File: config.mk
export PLATFORM = sky130hd
export DESIGN_NAME = demux_arr_router_flat
export DESIGN_NICKNAME = d
export VERILOG_FILES = /design/src/rtl/demux_arr_pkg.sv /design/src/rtl/demux_arr_router_if.sv /design/src/rtl/demux_arr_slot.sv /design/src/rtl/demux_arr_router.sv /design/src/flat_wrapper.sv
export SDC_FILE = /design/constraint.sdc
export NUM_CORES = 1
export LEC_CHECK = 0
export BUFFER_PORTS_ARGS = -buffer_cell sky130_fd_sc_hd__buf_2
export CAP_MARGIN = 20
export CORE_AREA = 5 5 42 44
export DETAILED_ROUTE_END_ITERATION = 6
export DIE_AREA = 0 0 47 49
export PLACE_DENSITY = 0.73
export SETUP_SLACK_MARGIN = 0.02
export SLEW_MARGIN = 5
export SYNTH_ARGS = -nofsm -noshare
export SYNTH_HDL_FRONTEND = slang
export SYNTH_SLANG_ARGS = --single-unit
File: constraint.sdc
create_clock -name clk -period 2 [get_ports clk]
set_input_delay 0.3 -clock clk [delete_from_list [all_inputs] [get_ports clk]]
set_output_delay 0.3 -clock clk [all_outputs]
set_load 0.01 [all_outputs]
File: src/rtl/demux_arr_pkg.sv
// Shared types and helpers for the demux array router.
package demux_arr_pkg;

  typedef enum logic {
    CH_EMPTY = 1'b0,
    CH_FULL  = 1'b1
  } ch_state_t;

  localparam int STAT_W = 16;

  // True when a select value addresses one of the n existing channels.
  function automatic logic sel_in_range(input logic [31:0] sel, input logic [31:0] n);
    return (sel < n);
  endfunction

endpackage

File: src/rtl/demux_arr_router_if.sv
// Input stream plus per-channel output bundle of the demux array router.
interface demux_arr_router_if #(
  parameter int N_OUT  = 4,
  parameter int DATA_W = 2
);
  localparam int SEL_W = (N_OUT <= 2) ? 1 : $clog2(N_OUT);

  logic                           in_valid;
  logic                           in_ready;
  logic [SEL_W-1:0]               in_sel;
  logic [DATA_W-1:0]              in_data;
  logic [N_OUT-1:0]               out_valid;
  logic [N_OUT-1:0]               out_ready;
  logic [N_OUT-1:0][DATA_W-1:0]   out_data;
  logic                           err_sel;

  modport slave (
    input  in_valid, in_sel, in_data, out_ready,
    output in_ready, out_valid, out_data, err_sel
  );

  modport master (
    output in_valid, in_sel, in_data, out_ready,
    input  in_ready, out_valid, out_data, err_sel
  );
endinterface

File: src/rtl/demux_arr_slot.sv
// One output channel: one-entry holding register with EMPTY/FULL state.
// Optional delivered-word counter under DEMUX_ARR_STATS_EN.
module demux_arr_slot
  import demux_arr_pkg::*;
#(
  parameter int DATA_W = 2
) (
  input  logic              clk,
  input  logic              rst,
  input  logic              load_i,
  input  logic [DATA_W-1:0] data_i,
  input  logic              ready_i,
  output logic              valid_o,
  output logic [DATA_W-1:0] data_o
`ifdef DEMUX_ARR_STATS_EN
  ,
  input  logic              stat_clr_i,
  output logic [STAT_W-1:0] stat_cnt_o
`endif
);

  ch_state_t         state_q, state_d;
  logic [DATA_W-1:0] data_q, data_d;
  logic              drain_s;

  assign drain_s = (state_q == CH_FULL) && ready_i;

  // A load wins over a drain so a draining channel can refill in the same cycle.
  always_comb begin
    state_d = state_q;
    data_d  = data_q;
    if (load_i) begin
      state_d = CH_FULL;
      data_d  = data_i;
    end else if (drain_s) begin
      state_d = CH_EMPTY;
    end else begin
      state_d = state_q;
    end
  end

  always_ff @(posedge clk or posedge rst) begin
    if (rst) begin
      state_q <= CH_EMPTY;
      data_q  <= {DATA_W{1'b0}};
    end else begin
      state_q <= state_d;
      data_q  <= data_d;
    end
  end

  assign valid_o = (state_q == CH_FULL);
  assign data_o  = data_q;

`ifdef DEMUX_ARR_STATS_EN
  logic [STAT_W-1:0] cnt_q, cnt_d;

  // Clear has priority; the count saturates instead of wrapping.
  always_comb begin
    cnt_d = cnt_q;
    if (stat_clr_i) begin
      cnt_d = {STAT_W{1'b0}};
    end else if (drain_s && (cnt_q != {STAT_W{1'b1}})) begin
      cnt_d = cnt_q + {{(STAT_W-1){1'b0}}, 1'b1};
    end else begin
      cnt_d = cnt_q;
    end
  end

  always_ff @(posedge clk or posedge rst) begin
    if (rst) begin
      cnt_q <= {STAT_W{1'b0}};
    end else begin
      cnt_q <= cnt_d;
    end
  end

  assign stat_cnt_o = cnt_q;
`endif

endmodule

File: src/rtl/demux_arr_router.sv
// Registered 1-to-N demultiplexer: one valid/ready stream fanned out to N_OUT slots.
// Optional per-channel delivery counters under DEMUX_ARR_STATS_EN.
module demux_arr_router
  import demux_arr_pkg::*;
#(
  parameter int N_OUT  = 4,
  parameter int DATA_W = 2
) (
  input  logic                          clk,
  input  logic                          rst,
  demux_arr_router_if.slave             bus
`ifdef DEMUX_ARR_STATS_EN
  ,
  input  logic                          stat_clr,
  output logic [N_OUT-1:0][STAT_W-1:0]  stat_cnt
`endif
);

  localparam int SEL_W = (N_OUT <= 2) ? 1 : $clog2(N_OUT);

  logic [N_OUT-1:0]             slot_rdy_s;
  logic [N_OUT-1:0]             load_s;
  logic [N_OUT-1:0]             valid_s;
  logic [N_OUT-1:0][DATA_W-1:0] data_s;
  logic                         sel_ok_s;
  logic                         in_ready_s;
  logic                         accept_s;
  logic                         err_q, err_d;

  assign sel_ok_s   = sel_in_range(32'(bus.in_sel), 32'(N_OUT));
  assign slot_rdy_s = ~valid_s | bus.out_ready;

  // Out-of-range selects match no channel, leaving in_ready at 1 so they are consumed.
  always_comb begin
    in_ready_s = 1'b1;
    for (int k = 0; k < N_OUT; k++) begin
      in_ready_s = (bus.in_sel == SEL_W'(k)) ? slot_rdy_s[k] : in_ready_s;
    end
  end

  assign accept_s = bus.in_valid && in_ready_s;

  always_comb begin
    load_s = {N_OUT{1'b0}};
    for (int k = 0; k < N_OUT; k++) begin
      load_s[k] = accept_s && (bus.in_sel == SEL_W'(k));
    end
  end

  assign err_d = accept_s && !sel_ok_s;

  always_ff @(posedge clk or posedge rst) begin
    if (rst) begin
      err_q <= 1'b0;
    end else begin
      err_q <= err_d;
    end
  end

  for (genvar g = 0; g < N_OUT; g++) begin : g_slot
    demux_arr_slot #(
      .DATA_W (DATA_W)
    ) u_slot (
      .clk        (clk),
      .rst        (rst),
      .load_i     (load_s[g]),
      .data_i     (bus.in_data),
      .ready_i    (bus.out_ready[g]),
      .valid_o    (valid_s[g]),
      .data_o     (data_s[g])
`ifdef DEMUX_ARR_STATS_EN
      ,
      .stat_clr_i (stat_clr),
      .stat_cnt_o (stat_cnt[g])
`endif
    );
  end

  assign bus.in_ready  = in_ready_s;
  assign bus.out_valid = valid_s;
  assign bus.out_data  = data_s;
  assign bus.err_sel   = err_q;

endmodule

File: src/flat_wrapper.sv
// flat-port wrapper written by rule: the top's interface ports become plain ports
module demux_arr_router_flat import demux_arr_pkg::*;
#(
  parameter int N_OUT  = 4,
  parameter int DATA_W = 2
)
  (clk, rst, bus_in_valid, bus_in_sel, bus_in_data, bus_out_ready, bus_in_ready, bus_out_valid, bus_out_data, bus_err_sel);
  demux_arr_router_if #(.N_OUT(N_OUT), .DATA_W(DATA_W)) bus_i ();
  input  logic clk;
  input  logic rst;
  input wire logic [$bits(bus_i.in_valid)-1:0] bus_in_valid;
  input wire logic [$bits(bus_i.in_sel)-1:0] bus_in_sel;
  input wire logic [$bits(bus_i.in_data)-1:0] bus_in_data;
  input wire logic [$bits(bus_i.out_ready)-1:0] bus_out_ready;
  output wire logic [$bits(bus_i.in_ready)-1:0] bus_in_ready;
  output wire logic [$bits(bus_i.out_valid)-1:0] bus_out_valid;
  output wire logic [$bits(bus_i.out_data)-1:0] bus_out_data;
  output wire logic [$bits(bus_i.err_sel)-1:0] bus_err_sel;
  assign bus_i.in_valid = bus_in_valid;
  assign bus_i.in_sel = bus_in_sel;
  assign bus_i.in_data = bus_in_data;
  assign bus_i.out_ready = bus_out_ready;
  assign bus_in_ready = bus_i.in_ready;
  assign bus_out_valid = bus_i.out_valid;
  assign bus_out_data = bus_i.out_data;
  assign bus_err_sel = bus_i.err_sel;
  demux_arr_router #(.N_OUT(N_OUT), .DATA_W(DATA_W)) u_core (.clk(clk), .rst(rst), .bus(bus_i));
endmodule
Word-level counts from Yosys, hierarchy flattened --
Cells that the tools add are included.
Storage, ports and cells: flip-flop bits (word level) 12, output and inout port bits 14
Operators by class: reduce and logical (&&, ||, !) cells 14, mux-type cells 12, bitwise logic cells 2, eq/ne operators 3
Operator list (number):
- $mux W1 | 12
- $logic_and A1 B1 Y1 | 9
- $reduce_bool A2 Y1 | 4
- $eq A2 B2 Y1 const B | 2
- $not A4 Y4 | 1
- $or A4 B4 Y4 | 1
- $eq A2 B1 Y1 const B | 1
- $logic_not A2 Y1 | 1

Longest topological paths before layout --
Gate-level depths: netlist of run 1.
word-level depth 9, mapped depth 3

Hierarchy --
Synthesis of run 1 repeated with hierarchy kept, for this count alone.
Unflattened totals: cells, all modules 43, area, all modules 568.0 µm²
By module, submodules not included:
- demux_arr_slot | times used 4, area each 113.9 µm², cells an instance 8
- demux_arr_router | times used 1, area each 112.6 µm², cells an instance 11

Least setup slack after synthesis of run 1 --
Ideal clock, no wire load.
kind input-to-output, start input port bus_out_ready[3], end output port bus_in_ready, required time 1.700 ns, setup slack 0.755 ns, stages on the path 2, arrival time 0.945 ns, cells stage by stage nand2b_1 mux4_2
Between the ends: word-level cells in the longest chain between the ends 2
RTL lines:
- start, declared | RTL line flat_wrapper.sv:14 | input wire logic [$bits(bus_i.out_ready)-1:0] bus_out_ready;
- $or A4 B4 Y4 | RTL line demux_arr_router.sv:31 | assign slot_rdy_s = ~valid_s | bus.out_ready;
- $mux W1 | RTL line demux_arr_router.sv:37 | in_ready_s = (bus.in_sel == SEL_W'(k)) ? slot_rdy_s[k] : in_ready_s;
- end, declared | RTL line flat_wrapper.sv:15 | output wire logic [$bits(bus_i.in_ready)-1:0] bus_in_ready;
Every way passes these cells.

Worst setup path in the final report of run 1 --
start register u_core.g_slot[3].u_slot.state_q, end output port bus_in_ready
Between the ends: word-level cells in the longest chain between the ends 3
RTL lines:
- start, declared | RTL line demux_arr_slot.sv:22 | ch_state_t state_q, state_d;
- start signal, assigned | RTL line demux_arr_slot.sv:47 | state_q <= state_d;
- $not A4 Y4 | RTL line demux_arr_router.sv:31
- $or A4 B4 Y4 | RTL line demux_arr_router.sv:31
- $mux W1 | RTL line demux_arr_router.sv:37
Every way passes these cells.

==> metrics.cfg, run 1 <==
[outcome]
status=complete, no violations

[clocking]
clock_path_buffers=2
hold_buffers=0
clk_pin_slew_ns=0.07
cts.sinks=12
cts_inserted_buffers=3
clk_latency_ns=0.27
htree_levels=1
cts_setup_buffers=0
cts_tree=built
cts_resized=0
root_buffer=clkbuf_4

[synthesis]
synth_common_cells=dfrtp_1 (12), mux2_2 (6), buf_4 (5)
synth_flop_cell=dfrtp_1
synth_cell_types=15
syn_area_um2=561.8
avgSynthCellArea_um2=12.77
synth_top_area_share_pct=53.45
synth_top_area_cell=dfrtp_1
synth_edf_count=0
synth_area_leaders=dfrtp_1 (53%), mux2_2 (12%), buf_4 (6.7%)
postSynth.asyncResetShare_pct=100.0
synth_cells=44
yosysMostFrequentCell=dfrtp_1
ys_warn_count=0
ys_ff_latch=12
syn-num-nets=55
yosysSeqAreaShare_pct=53.45

[setup_path]
crit_type=flip-flop to primary output
worstSetupEndpointType=primary output
r2r_setup_slack_ns=0.82
crit_arrival_ns=1.33
start_kind=flip-flop
path_max_fanout=3
cp_data_required_time_ns=1.70

[route]
wl_per_cell_um=12.98
drt_iter0_drc=1
viasPerCell=4.585
totalWireLength_um=1064
num_vias=376
drt_pre_antenna_iters=4
ant_nets=0
drcViolationCount=0

[global_routing]
antenna_found_initial=0
grt_pass1_vias=424
grt_max_degree=13
grt_pass1_wl_um=1821
overflow=0
grtUsageTotal_pct=11.17

[timing]
rsz0062_at_grt=false
period_minus_slack_ns=1.631
hold_violations=0
fin_setup_tns_ns=0
min_period_over_period_pct=81.55
slew_violations=0
setup_viol_count_final=0
max_clock_freq_mhz=613.2
fin_skew_ns=0.0005495

[power_and_ir_drop]
power_density_mw_per_mm2=906.5
irDropWorstVdd_mv=0.4506
p_leak_uw=0.0003588

[final_layout]
fillers=137
final_cell_area_um2=695.7
nets=78
drive_gt1_share_pct=56.06
synthToLayoutAreaGrowth_pct=23.83
num_antenna_cells=0

[floorplan]
die_area_mm2=0.002303
rows=14
initial_core_util_pct=40.09
core_mm2=0.001401
fp.dieH_um=49
dieWidth_um=47
io-pin-count=25

[job]
drv_cap=0

[placement]
dpl.hpwl_um=884.5
placed_cell_area_um2=659.4
gp_congestion=0.7303
port_buffers=23

[min_path]
min_path_type=primary input to async pin

## cell type report
cell class	instances	area, um^2	share of cell area, %
clock buffer	4	36.28	5.216
sequential	12	300.3	43.17
timing repair buffer	23	115.1	16.55
tap	16	20.02	2.878
multi-input combinational	25	216.5	31.12
inverter	2	7.507	1.079
## stage by stage
step / util, % / worst slack (ns) / instances / power, uW / hold slack (ns)
6_report: 49.64 / 0.3691 / 82 / 630.6 / 0.006531
5_1_grt: 49.64 / 0.2980 / 82 / 668.9 / 0.04736
3_3_place_gp: 47.05 / 0.5477 / 78 / 440.6 / 0.3182
2_1_floorplan: - / 0.7546 / 44 / 387.9 / 0.1647
3_5_place_dp: 47.05 / 0.5193 / 78 / 445.8 / 0.3271
4_1_cts: 49.64 / 0.3478 / 82 / 642.9 / 0.01914
## layer usage
metal	routed length, um	vias up	GRT usage [%]
met3	99	5	2.214
met4	35	0	8.295
met1	430	165	14.58
met5	0	-	0
li1	-	188	-
met2	498	18	15.61
## worst paths after layout
path | start | endpoint | cells past startpoint
setup / recovery | u_core.g_slot[3].u_slot.valid_o | bus_in_ready | 3
hold / removal | rst | u_core.g_slot[2].u_slot.data_o[1] | 2
setup reg to reg | u_core.g_slot[2].u_slot.valid_o | u_core.g_slot[2].u_slot.data_o[0] | 3
hold reg to reg | u_core.g_slot[0].u_slot.data_o[0] | u_core.g_slot[0].u_slot.data_o[0] | 1
max in group asynchronous | rst | u_core.g_slot[3].u_slot.valid_o | 2
min in group clk | bus_in_data[1] | u_core.g_slot[0].u_slot.data_o[1] | 2
## cell usage in the layout (no fill, tap or decap), types with 2 or more instances in the layout
cell / netlist / routed
dfrtp_1: 12 / 12
mux2_2: 6 / 6
mux2_1: 2 / 2
nand2b_1: 4 / 4
nand2_1: 4 / 4
buf_2: 0 / 23
clkbuf_4: 0 / 3
nor3b_2: 2 / 2
inv_1: 2 / 2
## worst max-delay path, stage by stage, from the launching register on
cell and delay (ns):
dfrtp_1 0.35, nand2b_1 0.09, mux4_2 0.47, buf_2 0.15
## cells by family (layout without fill, tap and decap cells)
| group | count (synthesis) | count (layout) | synth area share (%) |
|---|---|---|---|
| buffers and inverters | 7 | 29 | 8.019 |
| AOI/OAI and AO/OA | 2 | 2 | 2.227 |
| other | 1 | 1 | 0.6675 |
| DFF | 12 | 12 | 53.45 |
| and+or+nand+nor | 13 | 13 | 15.59 |
| muxes | 9 | 9 | 20.04 |
## flip-flops by register name, indices dropped and copies added, names as in the netlist
name                          flops
u_core.g_slot.u_slot.data_o       8
u_core.g_slot.u_slot.valid_o      4
## power breakdown
group          internal [uW]  leakage (uW)  total (uW)  switching (uW)
clock network            111     0.0000210         193            82.3
logic                   69.1      0.000191         136            66.5
registers                283      0.000147         302            19.3
total                    463      0.000359         631             168
Note: power is estimated with default switching activity, not from simulation.
==> inputs of run 2 (changes only) <==
CORE_AREA = default   (was 5 5 42 44)
CORE_MARGIN = 5   (was default)
CORE_UTILIZATION = 39   (was default)
DIE_AREA = default   (was 0 0 47 49)
PLACE_DENSITY = 0.71   (was 0.73)
clock period = 1.34 ns   (was 2 ns; I/O delays follow)
==> run 2 against run 1 <==
Compared with the run above: the run now ends with negative setup slack left; non-clock buffer count up 6; total power up 54%; sequential cell count did not move; critical path type unchanged.
==> metrics.cfg, run 2 (synthesized netlist as in run 1, its figures left out) <==
[outcome]
status=finished, violations left
violations=negative setup slack

[placement]
dpl.hpwl_um=899.3  ; +1.7%
gp_congestion=0.7533  ; +3.1%
port_buffers=23  ; unchanged
place_inst=77  ; -1.3%

[clocking]
cts_inserted_buffers=3  ; unchanged
htree_levels=1  ; unchanged
clk_pin_slew_ns=0.07  ; about the same
root_buffer=clkbuf_4
cts.sinks=12  ; unchanged
cts_tree=built
clock_path_buffers=2  ; unchanged
clk_latency_ns=0.27  ; about the same

[setup_path]
cp_data_required_time_ns=1.14  ; -0.56 ns
max_stage_delay_ns=0.48  ; about the same
path_buf_inv=1  ; unchanged
r2r_setup_slack_ns=0.09  ; -0.73 ns
crit_arrival_ns=1.30  ; -0.03 ns
start_kind=flip-flop
crit_chain=nand2b_1 -> mux4_2 -> buf_6
crit_type=flip-flop to primary output
slowest_stage=mux4_2
worstSetupEndpointType=primary output
path_max_fanout=2  ; -1
critPathTopFamily=multiplexers

[global_routing]
grt_pass1_vias=478  ; +13%
grt_max_degree=13  ; unchanged
grt_busiest_layer=met2
overflow=0  ; unchanged
grtUsageTotal_pct=13.11  ; +1.9 points
use_met1_pct=15.47  ; +0.89 points
met3_usage_pct=3.008  ; +0.79 points
antenna_found_initial=0  ; unchanged
grt_pass1_wl_um=2076  ; +14%
met2_usage_pct=22.96  ; +7.3 points

[final_layout]
final_common_cell=buf_2
final_cell_mix=buf_2 (22), dfrtp_1 (12), buf_4 (5)
drive_gt1_share_pct=58.33  ; +2.3 points
synthToLayoutAreaGrowth_pct=35.63
num_antenna_cells=0  ; unchanged
fillers=126  ; -8.0%
nets=84  ; +7.7%
layout.cells.non_filler=87  ; +6.1%
largest_reg_flops=8  ; unchanged

[power_and_ir_drop]
power_uw=971.2  ; +54%
p_leak_uw=0.0003976  ; +11%
irDropWorstVdd_mv=0.7040  ; +56%
power_density_mw_per_mm2=1275  ; +41%

[floorplan]
die_area_mm2=0.002300  ; -0.14%
initial_core_util_pct=42.12  ; +2.0 points
rows=13  ; -1
io-pin-count=25  ; unchanged
dieWidth_um=47.96  ; +2.0%
fp.dieH_um=47.96  ; -2.1%
core_mm2=0.001334  ; -4.8%

[timing]
fin_skew_ns=0.003869  ; +0.003320 ns
rsz0062_at_grt=true
hold_violations=0  ; unchanged
slew_violations=0  ; unchanged
period_minus_slack_ns=1.505
worst_slack_ns=-0.1646  ; -0.5337 ns
max_clock_freq_mhz=664.6
setup_viol_count_final=1  ; +1
min_period_over_period_pct=112.3

[job]
drv_cap=0  ; unchanged

[route]
num_vias=424  ; +13%
drcViolationCount=0  ; unchanged
viasPerCell=4.874  ; +6.3%
totalWireLength_um=1218  ; +14%
ant_nets=0  ; unchanged
drt_iter0_drc=3  ; +2
drt_pre_antenna_iters=3  ; -1
wl_per_cell_um=14.00  ; +7.9%

[min_path]
min_path_type=primary input to flip-flop

[run 2: cell count changes in the layout (fill, tap and decap cells not counted), sizes merged]
cell         previous run  this run
buf                    23        28
dlygate4sd3             0         1
[run 2: layout make-up]
class	count	area, um^2	share of cell area [%]
Clock buffer	4	36.28	4.762
Inverter	2	7.507	0.9852
Timing Repair Buffer	29	168.9	22.17
Tap cell	15	18.77	2.463
Sequential cell	12	300.3	39.41
Multi-Input combinational cell	25	230.2	30.21
[run 2: layer usage]
layer  vias up  wire length (um)
met3         0               127
met5         -                 0
met4         0                 0
met1       203               456
li1        201                 -
met2        20               634
[run 2: power by group]
group	switching [uW]	leakage (uW)	total (uW)	internal (uW)
combinational	108	0.000230	235	127
clock	119	0.0000210	284	165
sequential	30.0	0.000147	452	422
[run 2: per-stage QoR]
stage | util (%) | setup WS [ns] | hold WS, ns | setup TNS [ns] | cell area (um^2)
floorplan | - | 0.2434 | 0.06570 | 0 | 561.8
global placement | 49.34 | 0.07599 | 0.2203 | 0 | 658.1
detailed placement | 49.34 | 0.05705 | 0.2313 | 0 | 658.1
CTS | 56.10 | -0.1648 | 0.1934 | -0.1648 | 748.2
global route | 57.13 | -0.2364 | 0.1998 | -0.2364 | 762.0
finish | 57.13 | -0.1646 | 0.2056 | -0.1646 | 762.0
[run 2: final timing paths]
check / startpoint / depth (start not counted) / end
hold / removal: bus_in_data[1] / 2 / u_core.g_slot[0].u_slot.data_o[1]
setup reg to reg: u_core.g_slot[2].u_slot.valid_o / 4 / u_core.g_slot[2].u_slot.data_o[0]
min in group asynchronous: rst / 3 / u_core.g_slot[1].u_slot.data_o[0]
setup / recovery: u_core.g_slot[3].u_slot.valid_o / 3 / bus_in_ready
max in group asynchronous: rst / 3 / u_core.g_slot[0].u_slot.data_o[0]
hold reg to reg: u_core.g_slot[0].u_slot.data_o[1] / 1 / u_core.g_slot[0].u_slot.data_o[1]
[run 2: what timing repair did]
| item | in CTS | in global routing |
|---|---|---|
| setup endpoints to repair | 1 | 3 |
| gates resized for setup | 1 | 3 |
| hold buffers | 1 | 0 |
| endpoints found under the hold margin | 12 | 0 |
| setup buffers | 5 | 0 |
